==> config.mk <==
export PLATFORM = sky130hd
export DESIGN_NAME = if_run_ctrl
export DESIGN_NICKNAME = d
export VERILOG_FILES = /design/src/rtl/if_run_ctrl.sv
export SDC_FILE = /design/constraint.sdc
export NUM_CORES = 1
export LEC_CHECK = 0
export ABC_AREA = 1
export CORE_UTILIZATION = 32
export DETAILED_ROUTE_END_ITERATION = 6
export PLACE_DENSITY = 0.93
export SETUP_SLACK_MARGIN = 0.02
export SYNTH_ARGS = -nofsm -noshare
export SYNTH_HDL_FRONTEND = slang
export SYNTH_SLANG_ARGS = --single-unit
==> constraint.sdc <==
create_clock -name clk -period 1.7 [get_ports clk]
set_input_delay 0.34 -clock clk [delete_from_list [all_inputs] [get_ports clk]]
set_output_delay 0.34 -clock clk [all_outputs]
set_load 0.1 [all_outputs]
==> src/rtl/if_run_ctrl.sv <==
// Run/step controller and hazard sequencer for the fetch stage; drains the pipe on a halt word.
// Optional cycle counter enabled by defining IF_RUN_CTRL_CYCLE_COUNT_EN (otherwise cycle_count is 0).
module if_run_ctrl #(
  parameter int          CNT_W        = 32,
  parameter int          DRAIN_CYCLES = 4,
  parameter logic [31:0] HALT_WORD    = 32'hFFFF_FFFF
) (
  input  logic             clk,
  input  logic             reset,
  input  logic             start,
  input  logic             step,
  input  logic             halt_req,
  input  logic             mem_read_ex,
  input  logic [4:0]       rt_ex,
  input  logic [4:0]       rs_id,
  input  logic [4:0]       rt_id,
  input  logic             branch_taken,
  input  logic             jump,
  input  logic [31:0]      instr_if,
  output logic             pc_write,
  output logic             if_id_write,
  output logic             if_flush,
  output logic             pipe_enable,
  output logic [2:0]       state,
  output logic             halted,
  output logic [CNT_W-1:0] cycle_count
);

  typedef enum logic [2:0] {
    IDLE   = 3'd0,
    RUN    = 3'd1,
    STEP   = 3'd2,
    PAUSE  = 3'd3,
    DRAIN  = 3'd4,
    HALTED = 3'd5
  } runState_t;

  localparam logic [3:0] DRAIN_INIT = 4'(DRAIN_CYCLES);

  runState_t  curState;
  logic [3:0] drainCnt;
  logic       haltedQ;
  logic       active;
  logic       stall;
  logic       flushNow;
  logic       haltDetect;

  assign active     = (curState == RUN) || (curState == STEP);
  assign stall      = mem_read_ex && (rt_ex != 5'd0) && ((rt_ex == rs_id) || (rt_ex == rt_id));
  assign flushNow   = (branch_taken || jump) && !stall;
  // A halt word sitting in a stalled or squashed slot is not a real fetch.
  assign haltDetect = active && (instr_if == HALT_WORD) && !stall && !flushNow;

  always_comb begin
    pc_write    = 1'b0;
    if_id_write = 1'b0;
    if_flush    = 1'b0;
    pipe_enable = 1'b0;
    if (active) begin
      pipe_enable = 1'b1;
      pc_write    = !stall;
      if_id_write = !stall;
      if_flush    = flushNow;
    end else if (curState == DRAIN) begin
      pipe_enable = 1'b1;
      if_id_write = 1'b1;
      if_flush    = 1'b1;
    end
  end

  always_ff @(posedge clk or posedge reset) begin
    if (reset) begin
      curState <= IDLE;
      drainCnt <= '0;
      haltedQ  <= 1'b0;
    end else begin
      unique case (curState)
        IDLE: begin
          if (start)     curState <= RUN;
          else if (step) curState <= STEP;
        end
        RUN: begin
          if (halt_req) begin
            curState <= PAUSE;
          end else if (haltDetect) begin
            curState <= DRAIN;
            drainCnt <= DRAIN_INIT;
          end
        end
        STEP: begin
          if (haltDetect) begin
            curState <= DRAIN;
            drainCnt <= DRAIN_INIT;
          end else begin
            curState <= PAUSE;
          end
        end
        PAUSE: begin
          if (start)     curState <= RUN;
          else if (step) curState <= STEP;
        end
        DRAIN: begin
          if (drainCnt <= 4'd1) begin
            curState <= HALTED;
            haltedQ  <= 1'b1;
            drainCnt <= '0;
          end else begin
            drainCnt <= drainCnt - 4'd1;
          end
        end
        HALTED: curState <= HALTED;
        default: curState <= IDLE;
      endcase
    end
  end

  assign state  = curState;
  assign halted = haltedQ;

`ifdef IF_RUN_CTRL_CYCLE_COUNT_EN
  logic [CNT_W-1:0] cycleCnt;

  always_ff @(posedge clk or posedge reset) begin
    if (reset) begin
      cycleCnt <= '0;
    end else if (active || (curState == DRAIN)) begin
      cycleCnt <= cycleCnt + CNT_W'(1);
    end
  end

  assign cycle_count = cycleCnt;
`else
  assign cycle_count = '0;
`endif

endmodule

Word-level counts from Yosys, hierarchy flattened
Index checks and enable logic that the tools add are counted.
- register bits after elaboration: 8
- input bits: 55
- output and inout bits: 40
- logic and storage cells: 51
- add/sub/neg operators: 1
- $lt $le $gt $ge: 1
- equality and inequality tests: 12
- mux-type cells: 16
- reduce and logical (&&, ||, !) cells: 18
- operators by type and width (operator ; number):
    equality test 32 bit (second input constant) ; 1
    two-way mux 3 bit ; 6
    case mux 3 bit (5 select lines) ; 1
    two-way mux 4 bit ; 3
    case mux 4 bit (3 select lines) ; 1
    equality test 5 bit ; 2
    equality test 3 x 2 -> 1 bit (second input constant) ; 2
    equality test 3 bit (second input constant) ; 2
    logical AND 1 bit ; 6
    two-way mux 1 bit ; 5
    nonzero test 5 bit ; 1
    <= comparator 4 x 1 -> 1 bit (second input constant) ; 1
    AND reduction 2 bit ; 2
    subtractor 4 x 1 -> 4 bit (second input constant) ; 1
    equality test 3 x 1 -> 1 bit (second input constant) ; 1
    zero test 3 bit ; 1
    logical OR 1 bit ; 3
    != test 3 x 1 -> 1 bit (second input constant) ; 1
    != test 3 bit (second input constant) ; 1
    AND reduction 3 bit ; 1
    nonzero test 3 bit ; 1
    zero test 1 bit ; 2
    != test 2 x 1 -> 1 bit (second input constant) ; 1
    != test 2 bit (second input constant) ; 1
    OR reduction 2 bit ; 1

Depth between registers and ports, before layout
- word-level depth: 10
- mapped depth: 12
- depth with buffers taken out: 12

Least setup slack after synthesis
Ideal clock, no wire load.
- path type: register to output
- from: register curState[1] (netlist: state[1])
- to: output if_flush
- arrival: 3.052 ns
- data required time: 1.360 ns
- setup slack: -1.692 ns
- stages on the path, launching flop included: 8
- buffers on the path: 0
- cell sequence: dfrtp_1 > nand2_1 > nor2_1 > inv_1 > nand2_1 > nand2_1 > nand2_1 > o21a_1
- cells in the longest elaborated chain, start to end: 3
- elaborated cells on any way between the ends: 6
- those cells by class: 3 x eq/ne; 2 x mux; 1 x reduce/logical
- RTL lines (item ; line ; source):
    start, declared ; 40 ; runState_t curState;
    start signal, assigned ; 73 ; curState <= IDLE;
    start signal, assigned ; 79 ; if (start) curState <= RUN;
    start signal, assigned ; 80 ; else if (step) curState <= STEP;
    equality test 3 bit (tied with other cells) ; 64 ; end else if (curState == DRAIN) begin
    two-way mux 1 bit / logical OR 1 bit (equally long branches) ; 64, 48 ;
    two-way mux 1 bit * ; 59 ; if (active) begin
    end, declared ; 22 ; output logic if_flush,
Mark *: on every way between the ends. The rest lies on a longest branch, timed or not.

Worst setup path in the final report
- from: register curState[0] (netlist: state[0])
- to: output if_flush
Same word-level chain as after synthesis.

==> flow_metrics.env <==
export IMPL_crit_path_max_incr_delay_ns=0.48
export IMPL_fin_crit_sh_pct=112
export IMPL_first_pass_iters=4
export IMPL_gp_congestion=0.771
export IMPL_final_antenna_net_count=0
export IMPL_violations="setup timing"
export IMPL_hold_violations=0
export IMPL_cts_tree="done"
export IMPL_synth_edf_count=0
export IMPL_syn_inst=176
export IMPL_hpwl_um=2470
export IMPL_die_h_um=60.5
export IMPL_antenna_found_initial=0
export IMPL_vias_per_cell=4.17
export IMPL_layout_nets=317
export IMPL_grt_usage_pct=17.4
export IMPL_worstPathArrival_ns=1.56
export IMPL_ctsHoldBuffers=0
export IMPL_cp_required_ns=1.36
export IMPL_power_internal_mw=0.391
export IMPL_finalSetupTns_ns=-0.529
export IMPL_yosysTopAreaCellShare_pct=22.0
export IMPL_routedWlPerCell_um=9.93
export IMPL_synth_flop_cell="dfrtp_1"
export IMPL_syn2layout_area_growth_pct=86.8
export IMPL_boundaryPins=95
export IMPL_cts_max_level=1
export IMPL_power_leakage_nw=1.13
export IMPL_whs_ns=0.339
export IMPL_core_mm2=0.00315
export IMPL_r2r_start="state[0]"
export IMPL_setup_worst_path_end="if_flush"
export IMPL_end_kind="output port"
export IMPL_fin_ws_ns=-0.204
export IMPL_path_max_fanout=2
export IMPL_synth_yosys_seq_area_share_pct=18.3
export IMPL_synth_cell_types=25
export IMPL_min_period_ns=1.90
export IMPL_synth_area_leaders="buf_4, dfrtp_1, nand2_1"
export IMPL_status="finished, violations left"
export IMPL_grt_overflow_total=0
export IMPL_swShare_pct=52.6
export IMPL_instances_no_fill=303
export IMPL_root_buffer="clkbuf_4"
export IMPL_vdd_ir_drop_max_mv=0.461
export IMPL_clk_latency_ns=0.27
export IMPL_pwr_share_seq_pct=23.1
export IMPL_yosys_top_cells_count="nand2_1, buf_4, inv_1, nor2_1"
export IMPL_post_place_cells=289
export IMPL_p_clk_share_pct=19.7
export IMPL_rsz0062_at_grt="yes"
export IMPL_skew_ns=0.0135
export IMPL_grt_pass1_vias=1280
export IMPL_avgSynthCellArea_um2=6.21
export IMPL_synth_most_common_cell="nand2_1"
export IMPL_cp_start_kind="flip-flop"
export IMPL_die_area_mm2=0.00366
export IMPL_cts_sinks=8
export IMPL_clock_path_buffers=2
export IMPL_vias=1265
export IMPL_max_cap_violations=0
export IMPL_reg2reg_depth=10
export IMPL_path_class="reg2out"
export IMPL_crit_start="state[0]"
export IMPL_die_w_um=60.5
export IMPL_postSynth_asyncResetShare_pct=100
export IMPL_clkTransAtPathRegs_ns=0.06
export IMPL_grt_max_degree=9
export IMPL_cpMaxStageDelayCell="dfrtp_4"
export IMPL_power_per_cell_area_mw_per_mm2=404
export IMPL_synth_area_mm2=0.00109
export IMPL_n_antenna_cell=0
export IMPL_power_frac_comb_pct=57.2
export IMPL_synth_warnings=0
export IMPL_path_cells="inv_4 -> buf_6 -> nor2_4 -> nand2_2 -> nand2_4 -> nand2_4 -> nand2_8 -> o21a_4 -> buf_12"
export IMPL_cp_common_cell="nand2_4"
export IMPL_wl_um=3010
export IMPL_initial_utilization_pct=34.7
export IMPL_io_buffer_count=62
export IMPL_rrSetupSlack_ns=0.11
export IMPL_p_switching_mw=0.434
export IMPL_r2r_end="state[1]"
export IMPL_fill_cells=295
export IMPL_final_max_slew_viol_count=0
export IMPL_setup_violations=4
export IMPL_drc=0
export IMPL_grt_pass1_wl_um=4880
export IMPL_max_freq_ghz=0.525
export IMPL_yosys_area_top_type="buf_4"
export IMPL_hp_class="in2async"
export IMPL_drt_iter0_drc=23
export IMPL_rows=20
export IMPL_cts_buffers=3
export IMPL_drive_gt1_share_pct=29.0
export IMPL_ys_ff_latch=8
registers in the layout, indices dropped and copies added (netlist names):
| register | count |
|---|---|
| drainCnt | 4 |
| halted | 1 |
| state | 3 |
critical path, delay by kind of cell (launching register included):
kind	cells	cell delay, ns
buffers and inverters	3	0.34
AO/OA/AOI/OAI	1	0.12
flip-flops	1	0.48
AND/OR/NAND/NOR	5	0.35
cell usage in the layout (no fill, tap or decap), drive strengths merged, types with 3 or more instances in the layout:
cell type,synthesis,layout
nand3,9,9
buf,32,26
nand4,7,7
a21oi,3,3
clkdlybuf4s50,0,26
nor2,19,19
o21ai,7,7
dlygate4sd2,0,7
inv,25,24
conb,1,32
dlymetal6s2s,0,13
dfrtp,8,8
clkbuf,0,10
nand2,54,54
through the flow:
step	worst slack [ns]	cell area [um^2]	utilization, %	total power [mW]
2_1_floorplan	-0.292	1280	-	0.600
3_3_place_gp	-0.450	1850	58.8	0.679
3_5_place_dp	-0.492	1850	58.8	0.684
4_1_cts	-0.237	1940	61.5	0.836
5_1_grt	-0.273	2040	64.8	0.862
6_report	-0.204	2040	64.8	0.825
layout make-up:
type	instances	area, um^2	area share, %
Sequential cell	8	211	10.3
Clock buffer	4	26.3	1.29
Inverter	25	100	4.90
Timing Repair Buffer	80	841	41.2
Multi-Input combinational cell	142	810	39.6
Tap cell	44	55.1	2.69
power groups by stage:
stage	registers (mW)	clock network, mW	logic [mW]
2_1_floorplan	0.194	0	0.406
3_3_place_gp	0.194	0	0.485
3_5_place_dp	0.194	0	0.490
4_1_cts	0.190	0.168	0.478
5_1_grt	0.190	0.177	0.495
6_report	0.190	0.162	0.472
cell families after synthesis:
| family | synth area share, % |
|---|---|
| AO/OA/AOI/OAI | 7.90 |
| other | 0.343 |
| buffers and inverters | 30.5 |
| XOR/XNOR | 2.40 |
| flip-flops | 18.3 |
| adder cells (fa/ha/maj) | 2.29 |
| AND/OR/NAND/NOR | 38.2 |
repair_timing:
item,CTS,global route
pin swaps,15,29
gates resized for setup,20,47
cloned,0,0
setup buffers,8,4
setup endpoints to repair,9,10
worst min-delay path by stage:
stage                     cells past startpoint     endpoint        start
after global placement                        2  drainCnt[1]  drainCnt[1]
after CTS                                     2     state[0]        reset
after global routing                          2     state[0]        reset
after floorplan                               1  drainCnt[0]        reset
final                                         2     state[0]        reset
after detailed placement                      2  drainCnt[1]  drainCnt[1]
routing by layer:
layer / track usage, % / vias up / wire [um]
met5: 0 / - / 0
met4: 5.84 / 0 / 63
met3: 3.84 / 9 / 199
met2: 36.3 / 59 / 1760
met1: 16.2 / 554 / 986
li1: - / 643 / -
(Power assumes the default switching activity.)
